==> config.mk <==
export PLATFORM = sky130hd
export DESIGN_NAME = ptw_arb
export DESIGN_NICKNAME = d
export VERILOG_FILES = /design/src/rtl/ptw_arb_pkg.sv /design/src/rtl/ptw_rr2.sv /design/src/rtl/ptw_arb.sv
export SDC_FILE = /design/constraint.sdc
export NUM_CORES = 1
export LEC_CHECK = 0
export ABC_AREA = 1
export CELL_PAD_IN_SITES_DETAIL_PLACEMENT = 0
export CELL_PAD_IN_SITES_GLOBAL_PLACEMENT = 1
export CORE_MARGIN = 2
export CORE_UTILIZATION = 29
export CTS_CLUSTER_SIZE = 16
export DETAILED_ROUTE_END_ITERATION = 12
export PLACE_DENSITY_LB_ADDON = 0.1
export RECOVER_POWER = 100
export SLEW_MARGIN = 5
export SYNTH_ARGS = -nofsm -noshare
export SYNTH_HDL_FRONTEND = slang
export SYNTH_HIERARCHICAL = 1
export SYNTH_SLANG_ARGS = --single-unit
==> constraint.sdc <==
create_clock -name clk -period 19.4 [get_ports clk]
set_input_delay 5.82 -clock clk [delete_from_list [all_inputs] [get_ports clk]]
set_output_delay 5.82 -clock clk [all_outputs]
set_load 0.01 [all_outputs]
==> src/rtl/ptw_arb_pkg.sv <==
// ptw_arb_pkg: shared widths and requester IDs for the page-table-walker
// arbiter. Imported by ptw_arb and ptw_rr2.
package ptw_arb_pkg;

  localparam int PTW_ADDR_W = 64;
  localparam int PTW_TAG_W  = 27;
  localparam int PTW_PTE_W  = 64;

  // Requester IDs; also the bit index of each requester in the picker vectors.
  localparam logic PTW_ID_ITLB = 1'b0;
  localparam logic PTW_ID_DTLB = 1'b1;

endpackage

==> src/rtl/ptw_rr2.sv <==
// ptw_rr2: 2-way round-robin picker.
//   i_valid[1:0]  request vector (bit = requester ID)
//   i_advance     a grant was taken this cycle; move the pointer
//   o_grant[1:0]  one-hot grant (zero when nothing is valid)
// The pointer names the requester favoured on a tie. It changes only on
// advance, and then points at whichever requester was *not* just granted.
module ptw_rr2
  import ptw_arb_pkg::*;
#(
  parameter bit RESET_PRIO = 1'b0
) (
  input  logic       clk,
  input  logic       rst,
  input  logic [1:0] i_valid,
  input  logic       i_advance,
  output logic [1:0] o_grant
);

  logic r_prio;

  always_comb begin
    o_grant    = 2'b00;
    o_grant[0] = i_valid[0] & (~i_valid[1] | (r_prio == PTW_ID_ITLB));
    o_grant[1] = i_valid[1] & (~i_valid[0] | (r_prio == PTW_ID_DTLB));
  end

  always_ff @(posedge clk or posedge rst) begin
    if (rst)
      r_prio <= RESET_PRIO;
    else if (i_advance)
      r_prio <= o_grant[0] ? PTW_ID_DTLB : PTW_ID_ITLB;
  end

endmodule

==> src/rtl/ptw_arb.sv <==
// ptw_arb: arbitrates ITLB and DTLB misses onto a single page-table walker.
// One walk at a time: IDLE (grant) -> LAUNCH (ptw_req_valid pulse) ->
// WAIT (for the walker fill) -> RESP (owner's resp_valid pulse) -> IDLE.
// Ports:
//   clk, rst                               clock, async active-high reset
//   itlb_req_* / dtlb_req_*                miss request handshakes (ready is
//                                          a 1-cycle grant pulse in IDLE)
//   itlb_resp_valid, dtlb_resp_valid       per-requester completion pulse
//   resp_tag, resp_pte                     shared walk result
//   ptw_req_*                              walker request, held for the walk
//   ptw_new_pte_req/_tag/_pte              walker fill
//   sfence_req / sfence_done               drain handshake
module ptw_arb
  import ptw_arb_pkg::*;
#(
  parameter bit RESET_PRIO = 1'b0
) (
  input  logic                  clk,
  input  logic                  rst,
  input  logic                  itlb_req_valid,
  input  logic [PTW_ADDR_W-1:0] itlb_req_addr,
  output logic                  itlb_req_ready,
  input  logic                  dtlb_req_valid,
  input  logic [PTW_ADDR_W-1:0] dtlb_req_addr,
  input  logic                  dtlb_req_is_store,
  output logic                  dtlb_req_ready,
  output logic                  itlb_resp_valid,
  output logic                  dtlb_resp_valid,
  output logic [PTW_TAG_W-1:0]  resp_tag,
  output logic [PTW_PTE_W-1:0]  resp_pte,
  output logic [PTW_ADDR_W-1:0] ptw_req_addr,
  output logic                  ptw_req_valid,
  output logic                  ptw_req_is_execute,
  output logic                  ptw_req_is_store,
  input  logic                  ptw_new_pte_req,
  input  logic [PTW_TAG_W-1:0]  ptw_new_tag,
  input  logic [PTW_PTE_W-1:0]  ptw_new_pte,
  input  logic                  sfence_req,
  output logic                  sfence_done
);

  typedef enum logic [1:0] {S_IDLE, S_LAUNCH, S_WAIT, S_RESP} state_t;

  state_t                r_state;
  logic                  r_owner;
  logic [PTW_ADDR_W-1:0] r_addr;
  logic                  r_is_exec;
  logic                  r_is_store;
  logic                  r_ptw_valid;
  logic                  r_itlb_resp;
  logic                  r_dtlb_resp;
  logic [PTW_TAG_W-1:0]  r_tag;
  logic [PTW_PTE_W-1:0]  r_pte;
  logic                  r_sfence_done;

  logic       w_can_grant;
  logic [1:0] w_req;
  logic [1:0] w_grant;
  logic       w_next_idle;

  // sfence only blocks new grants; a walk already past IDLE runs to RESP.
  assign w_can_grant = (r_state == S_IDLE) && !sfence_req;
  assign w_req       = {dtlb_req_valid, itlb_req_valid} & {2{w_can_grant}};

  ptw_rr2 #(.RESET_PRIO(RESET_PRIO)) u_rr (
    .clk       (clk),
    .rst       (rst),
    .i_valid   (w_req),
    .i_advance (|w_grant),
    .o_grant   (w_grant)
  );

  // Ready is the grant itself, so the address is latched in the same cycle
  // the requester sees ready and a requester that drops valid is never taken.
  assign itlb_req_ready = w_grant[PTW_ID_ITLB];
  assign dtlb_req_ready = w_grant[PTW_ID_DTLB];

  // With sfence high no grant can happen, so IDLE and RESP both lead to IDLE.
  assign w_next_idle = (r_state == S_IDLE) || (r_state == S_RESP);

  always_ff @(posedge clk or posedge rst) begin
    if (rst) begin
      r_state       <= S_IDLE;
      r_owner       <= PTW_ID_ITLB;
      r_addr        <= '0;
      r_is_exec     <= 1'b0;
      r_is_store    <= 1'b0;
      r_ptw_valid   <= 1'b0;
      r_itlb_resp   <= 1'b0;
      r_dtlb_resp   <= 1'b0;
      r_tag         <= '0;
      r_pte         <= '0;
      r_sfence_done <= 1'b0;
    end else begin
      r_ptw_valid   <= 1'b0;
      r_itlb_resp   <= 1'b0;
      r_dtlb_resp   <= 1'b0;
      // Toggling against its own value gives a pulse every 2nd cycle while
      // sfence_req is held and the arbiter sits (or lands) in IDLE.
      r_sfence_done <= sfence_req && !r_sfence_done && w_next_idle;
      unique case (r_state)
        S_IDLE: begin
          if (|w_grant) begin
            r_owner     <= w_grant[PTW_ID_DTLB] ? PTW_ID_DTLB : PTW_ID_ITLB;
            r_addr      <= w_grant[PTW_ID_DTLB] ? dtlb_req_addr : itlb_req_addr;
            r_is_exec   <= w_grant[PTW_ID_ITLB];
            r_is_store  <= w_grant[PTW_ID_DTLB] & dtlb_req_is_store;
            r_ptw_valid <= 1'b1;
            r_state     <= S_LAUNCH;
          end
        end
        S_LAUNCH: r_state <= S_WAIT;
        S_WAIT: begin
          if (ptw_new_pte_req) begin
            r_tag       <= ptw_new_tag;
            r_pte       <= ptw_new_pte;
            r_itlb_resp <= (r_owner == PTW_ID_ITLB);
            r_dtlb_resp <= (r_owner == PTW_ID_DTLB);
            r_state     <= S_RESP;
          end
        end
        S_RESP: r_state <= S_IDLE;
        default: r_state <= S_IDLE;
      endcase
    end
  end

  assign itlb_resp_valid    = r_itlb_resp;
  assign dtlb_resp_valid    = r_dtlb_resp;
  assign resp_tag           = r_tag;
  assign resp_pte           = r_pte;
  assign ptw_req_addr       = r_addr;
  assign ptw_req_valid      = r_ptw_valid;
  assign ptw_req_is_execute = r_is_exec;
  assign ptw_req_is_store   = r_is_store;
  assign sfence_done        = r_sfence_done;

endmodule

==> results.py, run 1 <==
metrics = {
    "global_routing": {
        "grt-ovfl-total": 0,
        "grt_pass1_vias": 7095,
        "grt_usage_pct": 19.5,
        "grt_antenna_before_repair": 1,
        "grt_pass1_wl_microns": 39800,
        "grt_max_degree": 103,
    },
    "final_layout": {
        "nNetsFinal": 1515,
        "final_cell_area_sq_um": 11900,
        "drive_gt1_share_pct": 3.31,
        "synthToLayoutAreaGrowth_pct": 63.8,
        "stdcell_count": 1624,
    },
    "clocking": {
        "post_cts_resized": 0,
        "cts_sinks": 165,
        "post_cts.repair.setup_buffers": 0,
        "hold_buffers": 0,
        "cts_tree": "built",
        "clockBufferDepth": 2,
        "root_buffer": "clkbuf_16",
        "cts_max_level": 4,
        "cts_inserted_buffers": 17,
        "insertion_delay_ps": 440,
        "clkTransAtPathRegs_ps": 60,
    },
    "drt": {
        "drtPass1Iterations": 5,
        "antenna_left": 0,
        "dr_total_vias": 7120,
        "vias_per_cell": 4.38,
        "post-route-drc-count": 0,
        "drt_iter0_markers": 365,
        "wl_per_cell_microns": 15.6,
        "drt-total-wl_microns": 25400,
    },
    "sta": {
        "rsz0062_at_grt": "false",
        "tns_ps": 0,
        "maxSlewViolCount": 489,
        "min_period_ps": 13430,
        "finClkSkew_ps": 17.0,
        "finalHoldViolCount": 0,
        "fmax_ghz": 0.0745,
        "worstMarginPinSlew_ps": 4670,
        "final.period_utilization_pct": 69.2,
        "slew-limit-headroom_pct": -213,
        "setup_viol": 0,
    },
    "die": {
        "initial_core_util_pct": 29.7,
        "die_area_sq_um": 26300,
        "die_h_microns": 162,
        "die_w_microns": 162,
        "io_pins": 389,
        "core_sq_um": 24500,
        "placementRows": 57,
    },
    "synth": {
        "yosysWarnings": 6,
        "yosys-top-cells-area": "dfrtp_1 (57%), nand2_1 (30%), nand3_1 (6.5%), buf_2 (2.7%), buf_4 (0.62%)",
        "yosys.area.top_type_share_pct": 56.9,
        "synth_top_area_cell": "dfrtp_1",
        "syn_area_per_cell_sq_um": 7.82,
        "ys_seq_area_share_pct": 56.9,
        "synth_nets": 1157,
        "synth.distinct_cells": 20,
        "syn_inst": 928,
        "syn-cell-area_sq_um": 7260,
        "synth-seq-cells": 165,
    },
    "worst_setup_path": {
        "crit_path_start_kind": "input port",
        "cp.required_ps": 13580,
        "criticalPathCategory": "in2out",
        "critPathCaptureType": "output pin",
        "crit_fanout": 4,
        "cp.arrival_ps": 7610,
    },
    "flow_run": {
        "drv_cap": 7,
    },
    "placement": {
        "dpl_cell_area_sq_um": 11300,
        "dp_cells": 1591,
        "portBuffers": 388,
        "place_congestion": 0.786,
        "dp_hpwl_microns": 17200,
    },
    "power_and_ir_drop": {
        "clkPwrFrac_pct": 21.3,
        "powerDensity_nw_per_um2": 135,
        "p_leak_uw": 0.00613,
        "switching_share_pct": 37.3,
        "p_switching_uw": 596,
        "power_frac_comb_pct": 43.4,
        "vdd_drop_max_mv": 0.0848,
        "p_int_uw": 1000,
        "pwr-share-seq_pct": 35.4,
    },
    "run_status": {
        "status": "finished, violations left",
        "violations": "max-capacitance violations, max-slew violations",
    },
    "worst_hold_path": {
        "hp-class": "reg2reg",
    },
}
layout make-up:
type	count	area, sq um
diodes	1	2.50
clock buffers	18	439
clock inverters	14	155
fillers	2444	12600
inverters	12	46.3
multi-input cells	693	2790
flip-flops and latches	165	4130
well taps	324	405
repair buffers	397	3920
power by group through the flow:
stage | clock network [uW] | registers [uW] | logic (uW)
final | 340 | 566 | 694
after global routing | 363 | 589 | 771
after CTS | 351 | 574 | 757
after detailed placement | 0 | 577 | 755
after global placement | 0 | 573 | 754
after floorplan | 0 | 647 | 254
layer usage:
layer | GRT usage [%] | vias up | part of all wire (%)
met3 | 6.00 | 44 | 8.2
met2 | 32.8 | 247 | 48
met5 | 0 | - | 0
met1 | 23.4 | 3249 | 40
li1 | - | 3580 | -
met4 | 7.60 | 0 | 3.1
state kept, by name, indices dropped and copies added (netlist names):
name / count
dtlb_resp_valid: 1
itlb_resp_valid: 1
ptw_req_addr: 64
ptw_req_is_execute: 1
ptw_req_is_store: 1
ptw_req_valid: 1
r_owner: 1
r_state: 2
resp_pte: 64
resp_tag: 27
sfence_done: 1
u_rr/r_prio: 1
final timing paths:
| check | startpoint | end | slack (ps) | depth (start not counted) |
|---|---|---|---|---|
| setup reg to reg | r_state[0]$_DFFE_PP0P_ | r_owner$_DFFE_PP0P_ | 12320 | 9 |
| hold / removal | r_owner$_DFFE_PP0P_ | itlb_resp_valid$_DFF_PP0_ | 420 | 1 |
| setup / recovery | sfence_req | itlb_req_ready | 5970 | 5 |
| max in group asynchronous | rst | resp_pte[49]$_DFFE_PP0P_ | 7560 | 3 |
| hold reg to reg | r_owner$_DFFE_PP0P_ | itlb_resp_valid$_DFF_PP0_ | 420 | 1 |
| min in group asynchronous | rst | u_rr/r_prio$_DFFE_PP0P_ | 5710 | 2 |
synth_stat cells:
library cell	number
nor3_1	1
buf_4	6
clkbuf_1	9
o21ai_0	2
ha_1	3
nor2_1	2
nand2_1	583
or2_2	1
and2_1	1
buf_6	3
dfrtp_1	165
and3_1	2
buf_2	39
o21ai_2	1
nor2_2	2
inv_1	10
nand3_1	94
a21boi_1	1
inv_2	2
buf_1	1
kinds of logic after synthesis:
logic type	count (synthesis)	share of synthesized area [%]
and+or+nand+nor	686	37.3
AOI/OAI and AO/OA	4	0.362
adders and majority gates	3	0.517
DFF	165	56.9
buffers and inverters	70	4.91
stage by stage:
| step | utilization, % | setup slack [ps] | power [uW] | hold slack (ps) |
|---|---|---|---|---|
| 2_1_floorplan | - | 7290 | 901 | 403 |
| 3_3_place_gp | 46.3 | 6120 | 1330 | 409 |
| 3_5_place_dp | 46.3 | 6090 | 1330 | 413 |
| 4_1_cts | 48.8 | 6090 | 1680 | 424 |
| 5_1_grt | 48.6 | 5940 | 1720 | 440 |
| 6_report | 48.6 | 5970 | 1600 | 422 |
cells in the final DEF, fill, tap and decap left out, drive strengths merged, types with 2 or more instances in the layout:
cell type	Yosys	routed
nand2	583	583
and3	2	2
clkbuf	9	24
clkdlybuf4s50	0	223
nand3	94	94
inv	12	19
clkinvlp	0	3
dfrtp	165	165
o21ai	3	3
ha	3	3
nor2	4	4
buf	49	4
clkinv	0	4
dlygate4sd3	0	164
worst max-delay path, stage by stage:
cell and delay [ps]:
dlygate4sd3_1 530, inv_1 140, and3_1 220, and2_0 300, clkdlybuf4s50_1 600
Power figures use the tool's default switching activity.
==> inputs of run 2 (changes only) <==
--- a/config.mk
+++ b/config.mk
@@ -9,7 +9,7 @@
 export CELL_PAD_IN_SITES_DETAIL_PLACEMENT = 0
 export CELL_PAD_IN_SITES_GLOBAL_PLACEMENT = 1
 export CORE_MARGIN = 2
-export CORE_UTILIZATION = 29
+export CORE_UTILIZATION = 24
 export CTS_CLUSTER_SIZE = 16
 export DETAILED_ROUTE_END_ITERATION = 12
 export PLACE_DENSITY_LB_ADDON = 0.1
==> constraint.sdc (replaced) <==
create_clock -name clk -period 11.9 [get_ports clk]
set_input_delay 3.57 -clock clk [delete_from_list [all_inputs] [get_ports clk]]
set_output_delay 3.57 -clock clk [all_outputs]
set_load 0.01 [all_outputs]
==> run 2 against run 1 <==
  * The run still ends with max-capacitance violations, max-slew violations left
  * Final cell count is 3.9% higher
  * Die area is 20% higher
  * Setup slack worse by 3000 ps
  * Global-route usage is 3.1 points lower
  * Critical path type unchanged
  * Largest power group unchanged
==> results.py, run 2 (synthesis results as in run 1) <==
metrics = {
    "global_routing": {
        "grt_usage_pct": 16.4,
        "grt_max_degree": 95,
        "grt-ovfl-total": 0,
        "grt_pass1_vias": 6881,
        "grt_antenna_before_repair": 3,
        "grt_pass1_wl_microns": 40100,
    },
    "worst_setup_path": {
        "critPathCaptureType": "output pin",
        "cp.arrival_ps": 5380,
        "reg2reg_slack_ps": 5900,
        "r2r.worst_path.cells": 10,
        "setup.worst_path.end": "itlb_req_ready",
        "r2r-start": "r_state[0]$_DFFE_PP0P_",
        "crit_fanout": 4,
        "crit_path_start_kind": "input port",
        "cp.required_ps": 8330,
        "worst_r2r_endpoint": "ptw_req_addr[32]$_DFFE_PP0P_",
        "cp-startpoint": "sfence_req",
        "criticalPathCategory": "in2out",
    },
    "final_layout": {
        "drive_gt1_share_pct": 3.16,
        "final_cell_mix": "nand2_1 (582), clkdlybuf4s50_1 (223), dfrtp_1 (165), dlygate4sd3_1 (164), nand3_1 (94)",
        "nNetsFinal": 1513,
        "layout_commonest_cell": "nand2_1",
        "synthToLayoutAreaGrowth_pct": 64.8,
        "final_core_util_pct": 40.3,
    },
    "flow_run": {
        "drv_cap": 6,
    },
    "power_and_ir_drop": {
        "p_leak_uw": 0.00612,
        "vdd_drop_max_mv": 0.0840,
        "powerDensity_nw_per_um2": 218,
    },
    "clocking": {
        "cts_inserted_buffers": 17,
        "cts_sinks": 165,
        "post_cts_resized": 0,
        "hold_buffers": 0,
        "cts_tree": "built",
        "root_buffer": "clkbuf_16",
        "post_cts.repair.setup_buffers": 0,
        "clockBufferDepth": 2,
        "insertion_delay_ps": 430,
        "cts_max_level": 4,
        "clkTransAtPathRegs_ps": 60,
    },
    "sta": {
        "finClkSkew_ps": 16.8,
        "slew-limit-headroom_pct": -194,
        "tns_ps": 0,
        "fmax_ghz": 0.112,
        "rsz0062_at_grt": "false",
        "final.period_utilization_pct": 75.2,
        "setup_ws_ps": 2950,
        "finalHoldViolCount": 0,
        "worstMarginPinSlew_ps": 4400,
        "min_period_ps": 8950,
        "setup_viol": 0,
        "maxSlewViolCount": 388,
    },
    "die": {
        "die_w_microns": 178,
        "die_h_microns": 178,
        "initial_core_util_pct": 24.4,
        "die_area_sq_um": 31700,
        "placementRows": 63,
        "io_pins": 389,
        "core_sq_um": 29700,
    },
    "drt": {
        "dr_total_vias": 6997,
        "wl_per_cell_microns": 15.6,
        "drt_iter0_markers": 339,
        "vias_per_cell": 4.15,
        "post-route-drc-count": 0,
        "drt-total-wl_microns": 26300,
        "drtPass1Iterations": 4,
        "antenna_left": 0,
    },
    "run_status": {
        "status": "finished, violations left",
        "violations": "max-capacitance violations, max-slew violations",
    },
    "placement": {
        "place_congestion": 0.723,
        "pre_cts_ws_ps": 3060,
        "portBuffers": 388,
        "dp_hpwl_microns": 17700,
    },
    "worst_hold_path": {
        "hp-class": "reg2reg",
    },
}
## run 2: routing by layer
layer  track usage (%)  wire length, microns  vias up
li1                  -                     -     3575
met1              20.2                 10900     3178
met2              27.4                 12900      214
met3              4.84                  2120       26
met4              5.02                   371        4
met5                 0                    27        -
## run 2: through the flow
stage	instance area, sq um	std cells	power [uW]	hold WS (ps)
3_3_place_gp	11400	1655	2180	408
4_1_cts	12000	1687	2760	428
3_5_place_dp	11400	1655	2190	418
2_1_floorplan	7260	928	1470	403
6_report	12000	1688	2610	426
5_1_grt	12000	1688	2830	459
## run 2: power by group
group | leakage, uW | switching (uW) | total (uW) | internal [uW]
Combinational | 0.00375 | 597 | 1140 | 543
Sequential | 0.00209 | 117 | 925 | 808
Clock | 0.000288 | 265 | 548 | 283
Total | 0.00612 | 979 | 2610 | 1630
## run 2: layout make-up
type                       instances  area, sq um
clock buffer                      18          429
antenna                            1         2.50
timing repair buffer             395         3920
tap                              390          488
clock inverter                    14          163
sequential                       165         4130
multi-input combinational        693         2790
inverter                          12         46.3
fill                            3107        17800
## run 2: worst min path at each step
stage | start | end | slack (ps) | cells past startpoint
after floorplan | r_owner$_DFFE_PP0P_ | itlb_resp_valid$_DFF_PP0_ | 400 | 1
after global placement | r_owner$_DFFE_PP0P_ | itlb_resp_valid$_DFF_PP0_ | 410 | 1
after detailed placement | r_owner$_DFFE_PP0P_ | itlb_resp_valid$_DFF_PP0_ | 420 | 1
after CTS | r_owner$_DFFE_PP0P_ | itlb_resp_valid$_DFF_PP0_ | 430 | 1
after global routing | r_owner$_DFFE_PP0P_ | itlb_resp_valid$_DFF_PP0_ | 460 | 1
final | r_owner$_DFFE_PP0P_ | itlb_resp_valid$_DFF_PP0_ | 430 | 1
## run 2: critical path: stages
cell and delay [ps]:
dlygate4sd3_1 530, inv_1 120, and3_1 210, and2_0 320, clkdlybuf4s50_1 620
==> inputs of run 3 (changes only) <==
--- a/config.mk
+++ b/config.mk
@@ -9,7 +9,7 @@
 export CELL_PAD_IN_SITES_DETAIL_PLACEMENT = 0
 export CELL_PAD_IN_SITES_GLOBAL_PLACEMENT = 1
 export CORE_MARGIN = 2
-export CORE_UTILIZATION = 24
+export CORE_UTILIZATION = 27
 export CTS_CLUSTER_SIZE = 16
 export DETAILED_ROUTE_END_ITERATION = 12
 export PLACE_DENSITY_LB_ADDON = 0.1
==> constraint.sdc (replaced) <==
create_clock -name clk -period 9 [get_ports clk]
set_input_delay 2.7 -clock clk [delete_from_list [all_inputs] [get_ports clk]]
set_output_delay 2.7 -clock clk [all_outputs]
set_load 0.01 [all_outputs]
==> run 3 against run 2 <==
  * First-iteration DRC count is 40% higher
  * Setup slack worse by 1200 ps
  * Combinational power is 31% higher
  * Sequential share of layout area is 0.29 points higher
  * Total power is 31% higher
  * The flow still finishes with violations (max-capacitance violations, max-slew violations)
  * Flip-flop and latch count stayed put
  * Critical path type is now in2reg
  * Clock power is 31% higher
  * Worst hold slack better by 17 ps
  * Clock-buffer cell count stayed put
  * Largest cell class unchanged
  * Core utilization is 4.3 points higher
  * Die area is 11% lower
  * Sequential power is 32% higher
==> results.py, run 3 (synthesis results as in run 1) <==
metrics = {
    "die": {
        "die_w_microns": 168,
        "io_pins": 389,
        "placementRows": 60,
        "die_h_microns": 168,
        "die_area_sq_um": 28200,
        "core_sq_um": 26700,
        "initial_core_util_pct": 27.2,
    },
    "final_layout": {
        "synthToLayoutAreaGrowth_pct": 63.5,
        "nNetsFinal": 1513,
        "drive_gt1_share_pct": 3.08,
        "final_core_util_pct": 44.5,
        "final_cell_mix": "nand2_1 (583), clkdlybuf4s50_1 (223), dfrtp_1 (165), dlygate4sd3_1 (164), nand3_1 (94)",
        "layout_commonest_cell": "nand2_1",
    },
    "global_routing": {
        "grt_usage_pct": 17.9,
        "grt_pass1_wl_microns": 39400,
        "grt_pass1_vias": 6852,
        "grt-ovfl-total": 0,
        "grt_max_degree": 101,
        "grt_antenna_before_repair": 2,
    },
    "placement": {
        "place_congestion": 0.760,
        "portBuffers": 388,
        "dp_hpwl_microns": 16900,
    },
    "sta": {
        "maxSlewViolCount": 311,
        "min_period_ps": 7220,
        "finClkSkew_ps": 10.7,
        "slew-limit-headroom_pct": -203,
        "tns_ps": 0,
        "setup_viol": 0,
        "worstMarginPinSlew_ps": 4540,
        "finalHoldViolCount": 0,
        "fmax_ghz": 0.138,
        "final.period_utilization_pct": 80.3,
        "rsz0062_at_grt": "false",
    },
    "worst_setup_path": {
        "cp.buffers_inverters": 4,
        "cpPeakStageDelay_ps": 1760,
        "critPathCaptureType": "flip-flop",
        "r2r.worst_path.cells": 10,
        "crit_fanout": 69,
        "cp_num_cells": 10,
        "crit_path_start_kind": "input port",
        "cp.required_ps": 9350,
        "cp.arrival_ps": 7570,
        "crit_chain": "dlygate4sd3_1 > inv_1 > and3_1 > a21boi_0 > buf_4 > nor2_1 > nor2_1 > clkbuf_1 > nand2_1 > nand2_1",
        "worst_path_max_delay_cell": "clkbuf_1",
        "path_delay_family": "buffers and inverters",
        "criticalPathCategory": "in2reg",
    },
    "clocking": {
        "hold_buffers": 0,
        "post_cts.repair.setup_buffers": 0,
        "insertion_delay_ps": 420,
        "cts_inserted_buffers": 17,
        "clkTransAtPathRegs_ps": 70,
        "clockBufferDepth": 2,
        "post_cts_resized": 0,
        "cts_sinks": 165,
        "cts_tree": "built",
        "root_buffer": "clkbuf_16",
        "cts_max_level": 4,
    },
    "power_and_ir_drop": {
        "p_leak_uw": 0.00610,
        "powerDensity_nw_per_um2": 289,
        "vdd_drop_max_mv": 0.141,
    },
    "drt": {
        "vias_per_cell": 4.27,
        "antenna_left": 0,
        "dr_total_vias": 6995,
        "drtPass1Iterations": 4,
        "drt_iter0_markers": 474,
        "post-route-drc-count": 0,
        "wl_per_cell_microns": 15.5,
        "drt-total-wl_microns": 25300,
    },
    "worst_hold_path": {
        "min_path_cells": 1,
        "hp-class": "reg2reg",
    },
    "run_status": {
        "violations": "max-capacitance violations, max-slew violations",
        "status": "finished, violations left",
    },
    "flow_run": {
        "drv_cap": 4,
    },
}
-- run 3: path summary, 6_finish.rpt --
path | startpoint | end | slack (ps)
worst max-delay path | sfence_req | ptw_req_addr[28]$_DFFE_PP0P_ | 1780
worst min-delay path | r_owner$_DFFE_PP0P_ | itlb_resp_valid$_DFF_PP0_ | 440
worst max register to register | r_state[0]$_DFFE_PP0P_ | ptw_req_addr[28]$_DFFE_PP0P_ | 3820
worst min register to register | r_owner$_DFFE_PP0P_ | itlb_resp_valid$_DFF_PP0_ | 440
max in group asynchronous | rst | ptw_req_addr[23]$_DFFE_PP0P_ | 2610
min in group asynchronous | rst | u_rr/r_prio$_DFFE_PP0P_ | 2580
-- run 3: layout make-up --
type,instances,area [sq um]
Fill cell,2713,14800
Antenna cell,2,5.00
Inverter,12,46.3
Tap cell,341,427
Sequential cell,165,4130
Clock inverter,14,143
Multi-Input combinational cell,693,2770
Clock buffer,18,429
Timing Repair Buffer,395,3920
-- run 3: metrics by stage --
stage	setup slack [ps]	total power [uW]	cell area (sq um)	cells	hold slack (ps)
floorplan	1870	1940	7260	928	403
global placement	2030	2870	11300	1606	412
detailed placement	1980	2880	11300	1606	423
CTS	1980	3610	11900	1638	446
global route	1100	3680	11900	1640	474
finish	1780	3420	11900	1640	443
-- run 3: per-layer routing --
metal  track usage, %  up-vias  wire, microns
met5                0        -              0
met2             29.5      215          12100
met3             5.15       27           1730
met1             22.3     3185          10900
met4             6.96        0            584
li1                 -     3568              -
-- run 3: worst register-to-register path: stages (launching register included) --
cell and delay (ps):
dfrtp_1 380, inv_1 110, ha_1 310, and3_1 210, a21boi_0 220, buf_4 630
nor2_1 200, nor2_1 990, clkbuf_1 1760, nand2_1 160, nand2_1 150
-- run 3: power breakdown --
| group | switching, uW | total (uW) | internal (uW) | leakage, uW |
|---|---|---|---|---|
| Clock | 349 | 717 | 368 | 0.000260 |
| Combinational | 781 | 1490 | 709 | 0.00375 |
| Sequential | 149 | 1220 | 1070 | 0.00209 |
| Total | 1280 | 3420 | 2150 | 0.00610 |
